**config.mk**
```make
export PLATFORM = sky130hd
export DESIGN_NAME = irq_pend_ctrl
export DESIGN_NICKNAME = d
export VERILOG_FILES = /design/src/rtl/irq_pend_ctrl.sv
export SDC_FILE = /design/constraint.sdc
export NUM_CORES = 1
export LEC_CHECK = 0
export CORE_MARGIN = 3
export CORE_UTILIZATION = 47
export CTS_CLUSTER_SIZE = 8
export DETAILED_ROUTE_END_ITERATION = 10
export GPL_TIMING_DRIVEN = 0
export PLACE_DENSITY = 0.81
export SLEW_MARGIN = 25
export SYNTH_ARGS = -nofsm -noshare
export SYNTH_HDL_FRONTEND = slang
export SYNTH_SLANG_ARGS = --single-unit
```
**constraint.sdc**
```tcl
create_clock -name clk -period 1.95 [get_ports clk]
set_input_delay 0.195 -clock clk [delete_from_list [all_inputs] [get_ports clk]]
set_output_delay 0.195 -clock clk [all_outputs]
set_load 0.02 [all_outputs]
```
**src/rtl/irq_pend_ctrl.sv**
```systemverilog
// irq_pend_ctrl: eight-channel interrupt pending controller.
// Latches rising edges per channel and masks them with a per-channel enable.
// It raises irq while any visible bit is pending and retires one channel
// per acknowledge, followed by a programmable hold-off.

// Per-channel slice: edge detect, pending latch, enable bit, sticky overflow.
module irq_pend_lane (
  input  logic clk,
  input  logic rst,
  input  logic req,
  input  logic en_wr,
  input  logic en_bit,
  input  logic clr,
  input  logic ovf_clr,
  output logic pend_vis,
  output logic ovf
);
  logic req_q, pend, en, rise;

  assign rise = req & ~req_q;

  // req_q resets high, so a line already high at reset release is not an event.
  // A new rise wins over a same-cycle clear. An overflow set wins over ovf_clr.
  always_ff @(posedge clk) begin
    if (rst) begin
      req_q <= 1'b1;
      pend  <= 1'b0;
      en    <= 1'b0;
      ovf   <= 1'b0;
    end else begin
      req_q <= req;
      pend  <= (pend & ~clr) | rise;
      if (en_wr) en <= en_bit;
      if (rise & pend & ~clr) ovf <= 1'b1;
      else if (ovf_clr)       ovf <= 1'b0;
    end
  end

  assign pend_vis = pend & en;
endmodule

module irq_pend_ctrl #(
  parameter int HOLDOFF = 2
) (
  input  logic       clk,
  input  logic       rst,
  input  logic [7:0] req_in,
  input  logic       en_wr,
  input  logic [7:0] en_in,
  input  logic       ack,
  input  logic [2:0] ack_id,
  input  logic       ovf_clr,
  output logic [7:0] pend_vec,
  output logic       irq,
  output logic [7:0] ovf
);
  localparam int NUM_LANES = 8;

  typedef enum logic [1:0] {S_IDLE, S_ASSERT, S_HOLD} state_t;

  state_t     state, state_nxt;
  logic [3:0] cnt, cnt_nxt;
  logic       ack_acc;
  logic [7:0] clr;

  // Only an ack seen in ASSERT retires a channel.
  assign ack_acc = ack && (state == S_ASSERT);
  assign clr     = ack_acc ? (8'b1 << ack_id) : 8'b0;

  for (genvar i = 0; i < NUM_LANES; i++) begin : g_lane
    irq_pend_lane u_lane (
      .clk      (clk),
      .rst      (rst),
      .req      (req_in[i]),
      .en_wr    (en_wr),
      .en_bit   (en_in[i]),
      .clr      (clr[i]),
      .ovf_clr  (ovf_clr),
      .pend_vis (pend_vec[i]),
      .ovf      (ovf[i])
    );
  end

  // FSM state and hold-off counter registers.
  always_ff @(posedge clk) begin
    if (rst) begin
      state <= S_IDLE;
      cnt   <= 4'd0;
    end else begin
      state <= state_nxt;
      cnt   <= cnt_nxt;
    end
  end

  // Next state: assert on visible pending; after an ack, count down the hold-off.
  always_comb begin
    state_nxt = state;
    cnt_nxt   = cnt;
    case (state)
      S_IDLE:
        if (|pend_vec) state_nxt = S_ASSERT;
      S_ASSERT:
        if (ack) begin
          if (HOLDOFF == 0) state_nxt = S_IDLE;
          else begin
            state_nxt = S_HOLD;
            cnt_nxt   = 4'(HOLDOFF - 1);
          end
        end else if (pend_vec == 8'd0) begin
          state_nxt = S_IDLE;
        end
      S_HOLD:
        if (cnt == 4'd0) state_nxt = S_IDLE;
        else             cnt_nxt   = cnt - 4'd1;
      default: state_nxt = S_IDLE;
    endcase
  end

  assign irq = (state == S_ASSERT);
endmodule

```
==> impl_metrics.py <==
metrics = {
    "placement": {
        "portBuffers": 38,
        "hpwl_mm": 2.62,
        "dp.cells": 249,
        "dpl_worst_slack_ns": 0.215,
        "gp_congestion": 0.800,
    },
    "yosys": {
        "synth_edf_count": 0,
        "netlist_area_um2": 1570,
        "syn-instance-count": 167,
        "syn_area_per_cell_um2": 9.40,
        "ys_ff_latch": 38,
        "yosysTopAreaCellShare_pct": 48.4,
        "synth.most_common_cell": "dfxtp_1",
        "async_flop_share_pct": 0,
        "synth_common_cells": "dfxtp_1, buf_4, a21oi_1",
        "synth_ff_type": "dfxtp_1",
        "yosysWarnings": 0,
        "yosysSeqAreaShare_pct": 48.4,
        "synth_nets": 192,
        "yosysTopAreaCell": "dfxtp_1",
        "synthDistinctLibCells": 29,
        "synthTopCellsByArea": "dfxtp_1, buf_4, mux2i_1, nand2b_1, a21oi_1",
    },
    "clock_network": {
        "htreeDepth": 2,
        "cts_setup_buffers": 0,
        "clk_path_buf_depth": 2,
        "ctsResizeCount": 0,
        "cts_hold_buffers": 0,
        "path_clk_slew_ns": 0.10,
        "cts_root_buffer": "clkbuf_4",
        "clock_latency_ns": 0.34,
        "cts_tree": "yes",
        "cts_buffers": 5,
        "cts_sinks": 38,
    },
    "die": {
        "design.portCount": 41,
        "die_x_um": 63.8,
        "die_area_um2": 4070,
        "die_h_um": 63.8,
        "num_rows": 20,
        "start_util_pct": 50.2,
        "core-area_um2": 3130,
    },
    "timing": {
        "fmax_mhz": 569,
        "hold_slack_ns": 0.329,
        "clock_skew_ns": 0.00850,
        "finalCriticalPeriod_ns": 1.76,
        "slew_headroom_pct": 60.9,
        "fin_crit_sh_pct": 90.2,
        "setup_ws_ns": 0.191,
        "setup_viol": 0,
        "finalHoldViolCount": 0,
        "worst_pin_slew_ns": 0.586,
        "setup_tns_ns": 0,
        "maxSlewViolCount": 0,
        "rsz0062_at_grt": "false",
    },
    "route": {
        "drt_iter0_drc": 51,
        "ant_nets": 0,
        "drc": 0,
        "via_per_inst": 5.04,
        "post_drt_wl_per_cell_um": 12.9,
        "dr.pass1.iters": 4,
        "wl_mm": 3.33,
        "vias": 1295,
    },
    "power": {
        "power_density_nw_per_um2": 718,
        "finalPower_uw": 1490,
        "p_leak_uw": 0.000820,
        "irDropWorstVdd_v": 0.000371,
    },
    "layout": {
        "syn_to_final_growth_pct": 32.5,
        "nets": 237,
        "diodes": 0,
        "fill_cells": 272,
        "instances_no_fill": 257,
        "multi_input_comb_area_um2": 659,
        "drive_gt1_share_pct": 16.4,
        "regArea_um2": 761,
    },
    "min_path": {
        "min_to": "g_lane[0].u_lane.ovf",
        "hp-start": "rst",
        "holdPathStages": 2,
        "hp-class": "in -> reg",
    },
    "setup_path": {
        "crit_required_ns": 1.75,
        "reg2reg_from": "cnt[0]",
        "cp_data_arrival_time_ns": 1.56,
        "worstPathMaxFanout": 7,
        "crit_type": "reg -> out",
        "start_kind": "flop",
        "worstReg2RegEnd": "cnt[0]",
        "regToRegSetupSlack_ns": 0.39,
        "ff2ff_path_depth": 5,
        "endpoint_kind": "output pin",
    },
    "global_routing": {
        "grt_first_pass_wirelength_mm": 5.70,
        "antenna_found_initial": 0,
        "grt_util_all_layers_pct": 18.0,
        "overflow": 0,
        "grt_max_degree": 12,
        "grt_pass1_vias": 1295,
    },
    "run": {
        "cap_violations": 0,
    },
    "outcome": {
        "status": "finished, final reports clean",
    },
}
==> report_power, final <==
| part | switching [uW] | internal [uW] |
|---|---|---|
| sequential | 15.0 | 807 |
| clock | 242 | 272 |
| combinational | 69.3 | 89.0 |
==> final cells by class <==
| cell class | count | share of cell area (%) |
|---|---|---|
| clock inverter | 1 | 1.44 |
| multi-input combinational | 105 | 31.7 |
| tap | 44 | 2.65 |
| buffer | 21 | 6.67 |
| inverter | 3 | 0.541 |
| sequential | 38 | 36.6 |
| clock buffer | 7 | 2.16 |
| timing repair buffer | 38 | 18.3 |
==> kinds of logic (layout without fill, tap and decap cells) <==
kind of cell | count (synthesis) | in the layout | share of synthesized area (%)
buffers and inverters | 24 | 70 | 9.56
AOI/OAI and AO/OA | 35 | 35 | 13.5
and+or+nand+nor | 61 | 61 | 22.6
muxes | 8 | 8 | 5.10
adders and majority gates | 1 | 1 | 0.797
DFF | 38 | 38 | 48.4
==> per-layer routing <==
metal,vias up,part of all wire (%),global-route usage [%]
met4,0,1.7,8.63
met1,586,42,20.9
li1,656,-,-
met5,-,0,0
met2,46,50,30.5
met3,7,6.6,4.75
==> placed cells by master (no fill, tap or decap), types with 4 or more instances in the layout <==
| master | instances |
|---|---|
| buf_4 | 16 |
| and2_1 | 7 |
| nand2_1 | 9 |
| nand2b_1 | 10 |
| clkbuf_4 | 5 |
| or2_2 | 9 |
| nor2_1 | 9 |
| dfxtp_1 | 38 |
| clkdlybuf4s50_1 | 38 |
| o21ai_0 | 8 |
| mux2i_1 | 8 |
| nand3b_1 | 4 |
| a21oi_1 | 12 |
| o31ai_1 | 8 |
| clkbuf_1 | 7 |
==> worst max-delay path, cell delays in order (launching register included) <==
cell and delay (ns):
dfxtp_1 0.45, nor2b_1 0.16, clkdlybuf4s50_1 0.61
==> metrics by stage <==
stage / cell area (um2) / util, %
2_1_floorplan: 1570 / -
3_3_place_gp: 2010 / 64.1
3_5_place_dp: 2010 / 64.1
4_1_cts: 2080 / 66.5
5_1_grt: 2080 / 66.5
6_report: 2080 / 66.5
==> registers in the layout, summed over array words and instances (netlist names) <==
register and cells:
cnt 4, g_lane.u_lane.en 8, g_lane.u_lane.ovf 8, g_lane.u_lane.pend 8
g_lane.u_lane.req_q 8, state 2
==> how the worst max path moves through the flow <==
stage                     depth (start not counted)                   from                     to  slack (ns)
final                                             2               state[0]                    irq        0.19
after global routing                              2               state[0]                    irq        0.08
after CTS                                         3  g_lane[1].u_lane.pend            pend_vec[1]        0.17
after detailed placement                          4                    ack  g_lane[4].u_lane.pend        0.21
after global placement                            4                    ack   g_lane[4].u_lane.ovf        0.25
after floorplan                                   5                 cnt[0]                 cnt[0]        0.56
(Power assumes the default switching activity.)
